$ cat src/rtl/bitonic_sched.sv
// Issue controller for the 4-input bitonic sorter: credit-gated issue, FWFT result FIFO, frame tracking.
// Optional performance counters are built when BITONIC_SCHED_PERF_EN is defined.
module bitonic_sched #(
  parameter int unsigned DATAWIDTH  = 8,
  parameter int unsigned SORT_LAT   = 3,
  parameter int unsigned FIFO_DEPTH = 8
) (
  input  logic                   clk_i,
  input  logic                   rst_i,
  input  logic                   in_valid_i,
  output logic                   in_ready_o,
  input  logic                   in_last_i,
  input  logic [4*DATAWIDTH-1:0] in_data_i,
  output logic                   sort_valid_o,
  output logic                   sort_last_o,
  output logic [4*DATAWIDTH-1:0] sort_data_o,
  input  logic                   sort_valid_i,
  input  logic                   sort_last_i,
  input  logic [4*DATAWIDTH-1:0] sort_data_i,
  output logic                   out_valid_o,
  input  logic                   out_ready_i,
  output logic                   out_last_o,
  output logic [4*DATAWIDTH-1:0] out_data_o,
  output logic                   frame_done_o,
  output logic                   busy_o,
  output logic                   err_o
`ifdef BITONIC_SCHED_PERF_EN
  ,
  output logic [31:0]            stall_cnt_o,
  output logic [31:0]            group_cnt_o
`endif
);

  localparam int unsigned GW = 4 * DATAWIDTH;
  localparam int unsigned EW = GW + 1;
  localparam int unsigned CW = $clog2(FIFO_DEPTH + 1);
  localparam int unsigned PW = $clog2(FIFO_DEPTH);
  localparam int unsigned OW = $clog2(FIFO_DEPTH + SORT_LAT + 1);

  typedef enum logic [1:0] {
    ST_IDLE,
    ST_RUN,
    ST_DRAIN
  } state_e;

  state_e          state_q, state_d;
  logic [CW-1:0]   credit_q, credit_d;
  logic [OW-1:0]   outst_q, outst_d;
  logic [CW-1:0]   count_q, count_d;
  logic [PW-1:0]   wr_ptr_q, wr_ptr_d;
  logic [PW-1:0]   rd_ptr_q, rd_ptr_d;
  logic            err_q, err_d;
  logic            sort_valid_q, sort_valid_d;
  logic            sort_last_q, sort_last_d;
  logic [GW-1:0]   sort_data_q, sort_data_d;
  logic [EW-1:0]   fifo_mem_q [FIFO_DEPTH];

  logic            fifo_empty_c, fifo_full_c;
  logic [EW-1:0]   head_c;
  logic            pop_c, issue_c, no_outst_c, overflow_c, cap_c, wr_en_c;

  // FIFO head view and handshake decode
  always_comb begin
    fifo_empty_c = (count_q == '0);
    fifo_full_c  = (count_q == CW'(FIFO_DEPTH));
    head_c       = fifo_mem_q[rd_ptr_q];
    out_valid_o  = !fifo_empty_c;
    out_last_o   = !fifo_empty_c && head_c[GW];
    out_data_o   = fifo_empty_c ? '0 : head_c[GW-1:0];
    pop_c        = out_valid_o && out_ready_i;
    in_ready_o   = (state_q != ST_DRAIN) && ((credit_q != '0) || pop_c);
    issue_c      = in_valid_i && in_ready_o;
    no_outst_c   = (outst_q == '0);
    // A full FIFO can still take a beat in the cycle it is popped
    overflow_c   = fifo_full_c && !pop_c;
    cap_c        = sort_valid_i && !no_outst_c;
    wr_en_c      = cap_c && !overflow_c;
    frame_done_o = (state_q == ST_DRAIN) && pop_c && out_last_o;
    busy_o       = (state_q != ST_IDLE) || !fifo_empty_c;
  end

  // Next-state logic
  always_comb begin
    state_d      = state_q;
    credit_d     = credit_q;
    outst_d      = outst_q;
    count_d      = count_q;
    wr_ptr_d     = wr_ptr_q;
    rd_ptr_d     = rd_ptr_q;
    err_d        = err_q;
    sort_valid_d = issue_c;
    sort_last_d  = issue_c && in_last_i;
    sort_data_d  = sort_data_q;

    if (issue_c) sort_data_d = in_data_i;

    if (issue_c && !pop_c && (credit_q != '0)) begin
      credit_d = credit_q - CW'(1);
    end else if (!issue_c && pop_c && (credit_q < CW'(FIFO_DEPTH))) begin
      credit_d = credit_q + CW'(1);
    end

    if (issue_c && !cap_c) begin
      outst_d = outst_q + OW'(1);
    end else if (!issue_c && cap_c) begin
      outst_d = outst_q - OW'(1);
    end

    count_d = count_q + CW'(wr_en_c) - CW'(pop_c);
    if (wr_en_c) wr_ptr_d = wr_ptr_q + PW'(1);
    if (pop_c)   rd_ptr_d = rd_ptr_q + PW'(1);

    if (sort_valid_i && (no_outst_c || overflow_c)) err_d = 1'b1;

    case (state_q)
      ST_IDLE:  if (issue_c) state_d = in_last_i ? ST_DRAIN : ST_RUN;
      ST_RUN:   if (issue_c && in_last_i) state_d = ST_DRAIN;
      ST_DRAIN: if (pop_c && out_last_o) state_d = ST_IDLE;
      default:  state_d = ST_IDLE;
    endcase
  end

  always_ff @(posedge clk_i) begin
    if (rst_i) begin
      state_q      <= ST_IDLE;
      credit_q     <= CW'(FIFO_DEPTH);
      outst_q      <= '0;
      count_q      <= '0;
      wr_ptr_q     <= '0;
      rd_ptr_q     <= '0;
      err_q        <= 1'b0;
      sort_valid_q <= 1'b0;
      sort_last_q  <= 1'b0;
      sort_data_q  <= '0;
    end else begin
      state_q      <= state_d;
      credit_q     <= credit_d;
      outst_q      <= outst_d;
      count_q      <= count_d;
      wr_ptr_q     <= wr_ptr_d;
      rd_ptr_q     <= rd_ptr_d;
      err_q        <= err_d;
      sort_valid_q <= sort_valid_d;
      sort_last_q  <= sort_last_d;
      sort_data_q  <= sort_data_d;
    end
  end

  // Storage is data-only; validity comes from count_q
  always_ff @(posedge clk_i) begin
    if (wr_en_c) fifo_mem_q[wr_ptr_q] <= {sort_last_i, sort_data_i};
  end

  assign sort_valid_o = sort_valid_q;
  assign sort_last_o  = sort_last_q;
  assign sort_data_o  = sort_data_q;
  assign err_o        = err_q;

`ifdef BITONIC_SCHED_PERF_EN
  logic [31:0] stall_cnt_q, stall_cnt_d;
  logic [31:0] group_cnt_q, group_cnt_d;

  // Saturating event counters
  always_comb begin
    stall_cnt_d = stall_cnt_q;
    group_cnt_d = group_cnt_q;
    if (in_valid_i && !in_ready_o && (stall_cnt_q != '1)) stall_cnt_d = stall_cnt_q + 32'(1);
    if (issue_c && (group_cnt_q != '1)) group_cnt_d = group_cnt_q + 32'(1);
  end

  always_ff @(posedge clk_i) begin
    if (rst_i) begin
      stall_cnt_q <= '0;
      group_cnt_q <= '0;
    end else begin
      stall_cnt_q <= stall_cnt_d;
      group_cnt_q <= group_cnt_d;
    end
  end

  assign stall_cnt_o = stall_cnt_q;
  assign group_cnt_o = group_cnt_q;
`else
  // Performance counters are not built in this configuration
`endif

endmodule

$ cat config.mk
export PLATFORM = sky130hd
export DESIGN_NAME = bitonic_sched
export DESIGN_NICKNAME = d
export VERILOG_FILES = /design/src/rtl/bitonic_sched.sv
export SDC_FILE = /design/constraint.sdc
export NUM_CORES = 1
export LEC_CHECK = 0
export ABC_AREA = 0
export CORE_ASPECT_RATIO = 0.75
export CORE_UTILIZATION = 60
export CTS_CLUSTER_DIAMETER = 200
export DETAILED_ROUTE_END_ITERATION = 16
export PLACE_DENSITY = 0.8
export SLEW_MARGIN = 5
export SYNTH_ARGS = -nofsm -noshare
export SYNTH_HDL_FRONTEND = slang
export SYNTH_SLANG_ARGS = --single-unit
$ cat constraint.sdc
create_clock -name clk_i -period 10.9 [get_ports clk_i]
set_clock_uncertainty 0.1 [all_clocks]
set_input_delay 2.18 -clock clk_i [delete_from_list [all_inputs] [get_ports clk_i]]
set_output_delay 2.18 -clock clk_i [all_outputs]
set_load 0.01 [all_outputs]
==> metrics, run 1 <==
initial DRC count=520; CTS tree=done; PwrDens=232 nW/um^2; GRT overflow=0; Max-slew headroom=24.4%; P_leak=5.14 nW; DIE WIDTH=171 um; Skew-Pair Late Insertion Delay=540 ps; ys flop type=edfxtp_1; Syn Nets=812; Tot Pwr=3.62 mW; Mapped Avg Cell Area=17.7 um^2; Routed WL=26200 um; clk sinks=322; Synth Register Bits=322; Tot GR Track Use=24.5%; period utilization=54.4%; Peak VDD IR=0.149 mV; chip height=129 um; Worst-path clk slew=60 ps; dpl cell area=14600 um^2; Die ar.=22000 um^2; post-route ant nets=0; Cell Area, Synth=12900 um^2; Initial Util=62.4%; mean number of vias per cell=5.84; Syn Inst Count=725; Final Max Slew Viols=0; remaining design rule violation count=0; setup TNS=0 ps; Tmin final=5930 ps; most frequent cell on the critical path=clkdlybuf4s50_1; Min-Delay Path Class=reg -> reg; Critical Path RT=8620 ps; worst-path cell chain=clkdlybuf4s50_1 > nand2_1 > nor3_1 > clkdlybuf4s50_1; drt wl/cell=22.2 um; max-cap violations=0; worst r2r dst=outst_q[3]; initial antenna violation count=2; CP max stage cell=clkdlybuf4s50_1; Worst-Margin Slew=1130 ps; htree depth=1; pre-CTS setup slack=4960 ps; Hold Crit Start=sort_data_o[10]; vias=6899; most common cell after layout, fill and taps aside=edfxtp_1; r2r setup slk=7210 ps; max frequency=169 MHz; clk buf depth=3; Final Wtd Congestion=0.781; hold path cells=2; Post-CTS Resized=0; PnR worst setup slack=4970 ps; share of layout cells above drive strength 1=16.7%; RSZ-0062 raised after global routing=no; number of global-route vias before repair=7267; reg-to-reg startpoint=count_q[2]; root buffer cell=clkbuf_16; number of endpoints failing setup at the final stage=0; Hold EP=sort_data_o[10]; critical path class=in -> out; status=finished clean; final HPWL from detailed placement=14900 um; Critical Path Sink Type=output pin; Min Hold Slack=375 ps; fin area=15700 um^2; Post-synth EDFFs=264; pin count of the biggest net entering global routing=94; buffers and inverters on the worst path=2; Yosys cell types=46; Post-CTS Setup Bufs=0; Core Footprint=20600 um^2; CP Max Fanout=5; delay-heaviest family, CP=buffers and inverters; critical path arrival=3650 ps; hold_buf cts=0; 1st-pass router iterations=4; YS warnings=0; CP max stage delay=570 ps; fin cells=1182; Area Overhead vs Synth=21.7%; asr flop ratio synth=0%; Placed Cells=1123; row cnt=45; R2R cell count=13; Final Hold Viols=0; highest-count cells in the layout ignoring fill and taps=edfxtp_1, clkdlybuf4s50_1, mux2i_1; Final Core Density=75.9%; first-pass GRT wire length=40000 um; Seq/Total Area, Yosys=70.7%; CTS Buf Count=30; Filler cells=1212; fin nets=961; io pins=143; Critical Path Source Type=primary input; IO Port Bufs=142
-- Yosys cell counts (all sizes together), types with 4 or more instances --
| master | count | share of area [%] |
|---|---|---|
| mux4 | 64 | 11 |
| nand2 | 8 | 0.23 |
| inv | 14 | 0.41 |
| buf | 14 | 0.70 |
| ha | 13 | 1.3 |
| clkbuf | 26 | 0.76 |
| nand3b | 4 | 0.23 |
| mux2i | 70 | 5.5 |
| nand2b | 68 | 3.3 |
| and2 | 4 | 0.19 |
| xor2 | 4 | 0.27 |
| nor2 | 55 | 1.6 |
| nor3b | 5 | 0.38 |
| xnor2 | 4 | 0.27 |
| dfxtp | 58 | 9.0 |
| edfxtp | 264 | 62 |
| a21oi | 9 | 0.35 |
| nand3 | 4 | 0.16 |
-- kinds of logic (layout without fill, tap and decap cells) --
logic type / count (synthesis) / count (layout) / share of synthesized area [%]
and+or+nand+nor: 160 / 160 / 6.72
muxes: 136 / 136 / 16.8
DFF: 322 / 322 / 70.7
adders and majority gates: 16 / 16 / 1.73
buffers and inverters: 54 / 227 / 1.87
AOI/OAI and AO/OA: 29 / 29 / 1.61
xor gates and xnor gates: 8 / 8 / 0.545
other: 0 / 2 / 0
-- worst reg2reg max path: cells and delay by family (launching register included) --
family / cells / cell delay, ps
AOI/OAI and AO/OA: 4 / 720
adders and majority gates: 3 / 700
buffers and inverters: 3 / 390
DFF: 1 / 290
muxes: 1 / 350
and+or+nand+nor: 2 / 1020
-- layer usage --
| metal | global-route usage [%] | vias up | wire length [um] |
|---|---|---|---|
| li1 | - | 3090 | - |
| met1 | 33.0 | 3532 | 10800 |
| met2 | 41.8 | 234 | 13300 |
| met3 | 3.94 | 43 | 1590 |
| met4 | 6.99 | 0 | 574 |
| met5 | 0 | - | 0 |
-- state kept, by name, indices dropped and copies added (netlist names), named ones only --
| name | flops |
|---|---|
| wr_ptr_q | 3 |
| rd_ptr_q | 3 |
| fifo_mem_q | 264 |
| sort_data_o | 32 |
| err_o | 1 |
| sort_last_o | 1 |
| sort_valid_o | 1 |
| count_q | 4 |
| credit_q | 4 |
| state_q | 2 |
| outst_q | 4 |
-- power breakdown --
part	total [mW]	internal, mW	switching, mW
registers	1.56	1.46	0.100
logic	1.00	0.532	0.470
clock network	1.06	0.628	0.435
total	3.62	2.62	1.01
-- cell type report --
class | instances | area [um^2] | share of cell area (%)
well taps | 282 | 353 | 2.25
clock buffers | 39 | 866 | 5.53
multi-input cells | 349 | 3570 | 22.8
clock inverters | 17 | 161 | 1.03
repair buffers | 157 | 1540 | 9.85
flip-flops and latches | 322 | 9100 | 58.1
diodes | 2 | 5.00 | 0.0320
inverters | 14 | 52.6 | 0.336
-- how the worst max path moves through the flow --
stage / from / slack [ps] / endpoint / depth (start not counted)
global placement: out_ready_i / 5010 / frame_done_o / 4
global route: out_ready_i / 4890 / frame_done_o / 4
detailed placement: out_ready_i / 4960 / frame_done_o / 4
CTS: out_ready_i / 4950 / frame_done_o / 4
floorplan: out_ready_i / 4950 / fifo_mem_q[6][0] / 4
finish: out_ready_i / 4970 / frame_done_o / 4
(Power assumes the default switching activity.)
==> run 2, diff against run 1 <==
- CORE_UTILIZATION: 60 -> 51
- PLACE_DENSITY: 0.8 -> 0.72
- clock period: 10.9 -> 4.85 ns (I/O delays scaled with it)
==> run 2 against run 1 <==
Against the previous run:
- cell area barely moved
- critical endpoint is now out_data_o[28]
- critical path depth rose by 1
- largest power group unchanged
- worst setup slack got worse by 4200 ps
- critical path type is now reg -> out
- cell count rose by 4.1%
==> metrics, run 2 (same netlist as run 1, synthesis figures left out) <==
status=finished clean; Min Hold Slack=372 ps (-3.53 ps); Final Max Slew Viols=0 (unchanged); Final Wtd Congestion=0.752 (-3.7%); Post-CTS Resized=0 (unchanged); pre-CTS setup slack=1020 ps (-3940 ps); Worst-path clk slew=60 ps (about the same); row cnt=49 (+8.9%); highest-count cells in the layout ignoring fill and taps=edfxtp_1, clkdlybuf4s50_1, mux2i_1; most common cell after layout, fill and taps aside=edfxtp_1; Core Footprint=24300 um^2 (+18%); remaining design rule violation count=0 (unchanged); Int Pwr=5.76 mW (+120%); initial DRC count=449 (-14%); Routed WL=25200 um (-3.8%); worst-path cell chain=buf_12 > mux4_2 > mux2i_1 > nor2_1 > clkdlybuf4s50_1; CP Max Fanout=37 (+32); Tmin final=4130 ps; reg-to-reg startpoint=count_q[2]; clk buf depth=3 (unchanged); Initial Util=52.8% (-9.6 points); RSZ-0062 raised after global routing=no; PnR worst setup slack=720 ps (-4250 ps); Die ar.=25900 um^2 (+17%); root buffer cell=clkbuf_16; GRT overflow=0 (unchanged); CTS tree=done; Skew-Pair Late Insertion Delay=540 ps (about the same); Min-Delay Path Class=reg -> reg; htree depth=1 (unchanged); Net Switching=2.22 mW (+120%); Tot GR Track Use=20.0% (-4.4 points); Final Core Density=64.3% (-12 points); critical path class=reg -> out; max-cap violations=0 (unchanged); CTS Buf Count=30 (unchanged); DIE WIDTH=185 um (+8.4%); critical path arrival=3060 ps (-590 ps); initial antenna violation count=0 (-2); hold_buf cts=0 (unchanged); drt wl/cell=20.5 um (-7.7%); Worst-Margin Slew=970 ps (-158 ps); P_leak=5.10 nW (-0.85%); Flop pwr share=43.9% (+0.9 points); fin nets=963 (+0.21%); vias=6737 (-2.3%); 1st-pass router iterations=4 (unchanged); Top reg by flops=fifo_mem_q; io pins=143 (unchanged); IO Port Bufs=142 (unchanged); CP max stage delay=770 ps (+200 ps); Hold Crit Start=sort_data_o[26]; Final Hold Viols=0 (unchanged); Tot Pwr=7.98 mW (+120%); first-pass GRT wire length=39400 um (-1.5%); CP max stage cell=dfxtp_4; period utilization=85.1%; chip height=140 um (+8.3%); Critical Path RT=3780 ps (-4840 ps); number of endpoints failing setup at the final stage=0 (unchanged); share of layout cells above drive strength 1=16.2% (-0.48 points); ant diodes=0 (-2); pin count of the biggest net entering global routing=74 (-21%); Critical Path Sink Type=output pin; Post-CTS Setup Bufs=0 (unchanged); combinational share of power=28.0% (+0.3 points); post-route ant nets=0 (unchanged); max reg flops=264 (unchanged); Area Overhead vs Synth=21.7% (about the same); Sw Ratio=27.8% (+0.088 points); clock share of power=28.1% (-1.2 points); clk sinks=322 (unchanged); final HPWL from detailed placement=15400 um (+3.1%); max frequency=242 MHz; PwrDens=510 nW/um^2 (+120%); Peak VDD IR=0.310 mV (+110%); mean number of vias per cell=5.47 (-6.2%); Max-slew headroom=35.3% (+11 points); Critical Path Source Type=flop; number of global-route vias before repair=7024 (-3.3%); setup TNS=0 ps (unchanged)
==> run 2: cell count changes in the layout (fill, tap and decap cells not counted), moves of 2 or more <==
cell / before / now
diode_2: 2 / 0
clkbuf_1: 2 / 7
buf_4: 14 / 16
clkinv_2: 6 / 4
clkbuf_8: 6 / 0
==> run 2: cell type report <==
| cell class | instances | area, um^2 |
|---|---|---|
| flip-flops and latches | 322 | 9100 |
| fillers | 1683 | 8700 |
| multi-input cells | 349 | 3570 |
| repair buffers | 159 | 1560 |
| clock buffers | 38 | 802 |
| well taps | 331 | 414 |
| clock inverters | 18 | 146 |
| inverters | 14 | 52.6 |
==> run 2: per-stage QoR <==
stage / cell area, um^2 / cells
finish: 15600 / 1231
global route: 15600 / 1231
CTS: 15600 / 1231
detailed placement: 14700 / 1175
global placement: 14700 / 1175
floorplan: 12900 / 725
==> run 2: final timing paths <==
check | endpoint | slack, ps | cells past startpoint
worst max-delay path | out_data_o[28] | 720 | 5
worst min-delay path | sort_data_o[26] | 370 | 2
worst max register to register | outst_q[3] | 1170 | 13
worst min register to register | sort_data_o[26] | 370 | 2
==> run 2: critical path: cells and delay by family (launching register included) <==
family / cells / cell delay, ps
buffers and inverters: 2 / 850
flip-flops: 1 / 770
multiplexers: 2 / 780
AND/OR/NAND/NOR: 1 / 70
==> run 2: power by group through the flow <==
stage	registers, mW	logic, mW	clock network (mW)
after floorplan	3.44	1.42	0
after global placement	3.55	2.19	0
after detailed placement	3.58	2.25	0
after CTS	3.52	2.26	2.29
after global routing	3.55	2.42	2.40
final	3.51	2.23	2.24
==> run 2: metal layers <==
| metal | track usage (%) | wire, um |
|---|---|---|
| met5 | 0 | 0 |
| met4 | 4.78 | 499 |
| met3 | 2.56 | 1140 |
| met2 | 33.8 | 12600 |
| met1 | 27.9 | 10900 |
==> edit 1 (settings of run 2) <==
Add a define of `BITONIC_SCHED_PERF_EN`.
--- a/src/rtl/bitonic_sched.sv
+++ b/src/rtl/bitonic_sched.sv
@@ -1,5 +1,7 @@
 // Issue controller for the 4-input bitonic sorter: credit-gated issue, FWFT result FIFO, frame tracking.
 // Optional performance counters are built when BITONIC_SCHED_PERF_EN is defined.
+`define BITONIC_SCHED_PERF_EN
+
 module bitonic_sched #(
   parameter int unsigned DATAWIDTH  = 8,
   parameter int unsigned SORT_LAT   = 3,
Function (old outputs only; new: group_cnt_o and stall_cnt_o): kept (equiv_simple and equiv_induct, registers matched by name and starting in step).
==> edit 1 against run 2 <==
First-iteration DRC count rose by 70%. Power rose by 16%. Worst setup slack better by 0.12 ns. Synthesized area up 22%. Sequential share of layout area down 5.2 points. Sequential cell count rose by 64. Cell area grew 25%. Via count increased by 50%. Worst hold slack got worse by 0.020 ns. Wire length increased by 35%. Critical endpoint is now out_data_o[18]. Largest cell class unchanged.
==> edit 1: results (changes against run 2) <==
The flow ran to the end, and the final reports show no timing, DRC or antenna violations. The number of buffers created by CTS was 39 (was 30); the detailed router's first-iteration violation count was 763 (was 449). Leakage power total: 6.23 nW (was 5.10 nW). Sequential power: 0.00398 W (was 0.00351 W). Proportion of final cell area spent on non-clock buffers: 0.115 (was 0.0995). The number of iterations in the first detailed-routing pass was 5 (was 4). The number of nets at the end of the flow was 1419 (was 963).

The non-clock inverter instance count of the final layout was 23 (was 14). The total routing usage reported by global routing is 0.220 (was 0.200), and the internal reg-to-reg setup slack is 1.92 ns (was 1.17 ns). The post-synthesis net count is 1207 (was 812), and the transition time at the pin with the least slew margin is 1.26 ns (was 0.970 ns). Portion of the post-synthesis area used by sequential elements: 0.659 (was 0.707). For the final worst slack, the log shows 0.842 ns (was 0.720 ns). The arrival time at the worst endpoint was 2.94 ns (was 3.06 ns); the count of non-CTS buffers in the layout was 230 (was 159). The area taken by multi-input logic gates came out at 5100 µm² (was 3570 µm²). Leading post-synthesis cells by instance count: sky130_fd_sc_hd__edfxtp_1, sky130_fd_sc_hd__dfxtp_1, sky130_fd_sc_hd__nand2_1 (was sky130_fd_sc_hd__edfxtp_1, sky130_fd_sc_hd__mux2i_1, sky130_fd_sc_hd__nand2b_1). The number of library cell types mapped by synthesis is 54 (was 46), and the number of antenna violations at the first check in global routing is 1 (was 0). The relative area of clock buffers and inverters in the final design is 0.0653 (was 0.0606). The peak per-stage delay on the critical path works out to 0.72 ns (was 0.77 ns).

The antenna diode count came out at 1 (was 0). For the worst vdd rail ir drop, the log shows 0.000305 V (was 0.000310 V). The post-detailed-route wirelength per cell works out to 19.3 µm (was 20.5 µm). The number of multi-input logic gates came out at 652 (was 349).
edit 1: changes by cell type after synthesis, sizes merged, moves of 36 or more:
cell,run 2,this run
a21oi,9,90
dfxtp,58,122
nand2,8,104
nand2b,68,3
o31ai,1,37
or4,1,42
edit 1: per-layer routing:
| layer | vias to the layer above | track usage | part of all wire |
|---|---|---|---|
| li1 | 4767 | - | - |
| met1 | 5011 | 0.319 | 0.46 |
| met2 | 281 | 0.338 | 0.46 |
| met3 | 51 | 0.0475 | 0.062 |
| met4 | 0 | 0.0572 | 0.018 |
| met5 | - | 0 | 0 |
edit 1: path summary, 6_finish.rpt:
check,from,to
hold reg to reg,sort_data_o[19],sort_data_o[19]
setup / recovery,flop,out_data_o[18]
hold / removal,sort_data_o[19],sort_data_o[19]
setup reg to reg,count_q[2],credit_q[2]
==> edit 2 (settings of run 2) <==
Made on the original files. Encoding of `state_e`: now one-hot (3 bits for 3 states).
--- a/src/rtl/bitonic_sched.sv
+++ b/src/rtl/bitonic_sched.sv
@@ -37,10 +37,10 @@
   localparam int unsigned PW = $clog2(FIFO_DEPTH);
   localparam int unsigned OW = $clog2(FIFO_DEPTH + SORT_LAT + 1);
 
-  typedef enum logic [1:0] {
-    ST_IDLE,
-    ST_RUN,
-    ST_DRAIN
+  typedef enum logic [2:0] {
+    ST_IDLE  = 3'b001,
+    ST_RUN   = 3'b010,
+    ST_DRAIN = 3'b100
   } state_e;
 
   state_e          state_q, state_d;
Formal check against the unedited RTL: same outputs for any inputs over 4 cycles, from zero or initial values and one cycle with rst_i high; so few cycles prove little.
==> edit 2 against run 2 <==
Highest routed layer unchanged. Largest power group unchanged. Synthesized area fell by 1.3%. Power up 1.4%. Worst setup slack got worse by 0.11 ns. Wire length grew 1.3%. Via count grew 3.9%. Non-clock buffer count decreased by 2. Cell count increased by 0.65%. Sequential cell count increased by 1. Cell area shrank 0.70%. Critical path type unchanged.
==> edit 2: results (changes against run 2) <==
The post-synthesis net count was 827 (was 812). The share of power burned in registers came out at 0.434 (was 0.439). The met3 routing resource usage after global routing is 0.0336 (was 0.0256), and the number of buffers created by CTS is 31 (was 30).

The combined area of all synthesized cells is 12700 µm² (was 12900 µm²), and the power density over the cells is 521 nW/µm² (was 510 nW/µm²). The leakage power total was 5.04 nW (was 5.10 nW). For the total number of vias, the log shows 6998 (was 6737). The run gives 7271 (was 7024) as the number of global-route vias before repair.

The number of nets at the end of the flow was 971 (was 963); the relative area of clock buffers and inverters in the final design was 0.0651 (was 0.0606). For the placed instance count, the log shows 1182 (was 1175). The remaining max-slew budget at the tightest pin is 0.211 (was 0.353), and the instance area at placement is 14500 µm² (was 14700 µm²). The proportion of final cell area spent on non-clock buffers works out to 0.0992 (was 0.0995). The wire length on met1 is 11200 µm (was 10900 µm), and the sequential portion of the cell area is 0.587 (was 0.582). The total number of clock tree sinks is 323 (was 322), and the met2 track utilization from global routing is 0.342 (was 0.338). Clock buffer count in the final layout: 42 (was 38). For the HPWL after detailed placement, the log shows 14900 µm (was 15400 µm). The non-clock inverter instance count of the final layout is 16 (was 14). The flow ran to the end, and the final reports show no timing, DRC or antenna violations. The fraction of standard cell area in multi-input logic was 0.218 (was 0.228); the via count normalized by instance count was 5.65 (was 5.47). Routed wire length on met2: 12600 µm (about the same).
[edit 2: cell types whose count changed in the layout (fill, tap and decap cells not counted), sizes merged, moves of 31 or more]
cell    delta
nand3     +32
o21ai     +33
nand2b    -63
a21oi     +33
mux2i     -31
[edit 2: stage by stage]
step | setup WS, ns | utilization
floorplan | 0.113 | -
global placement | 1.05 | 0.600
detailed placement | 0.988 | 0.600
CTS | 0.525 | 0.641
global route | 0.397 | 0.641
finish | 0.605 | 0.641
[edit 2: worst paths after layout]
| kind | startpoint | end | cells after the start | slack [ns] |
|---|---|---|---|---|
| setup / recovery | flop | out_data_o[9] | 5 | 0.61 |
| hold / removal | sort_data_o[2] | sort_data_o[2] | 2 | 0.38 |
| setup reg to reg | credit_q[3] | outst_q[3] | 11 | 1.58 |
| hold reg to reg | sort_data_o[2] | sort_data_o[2] | 2 | 0.38 |
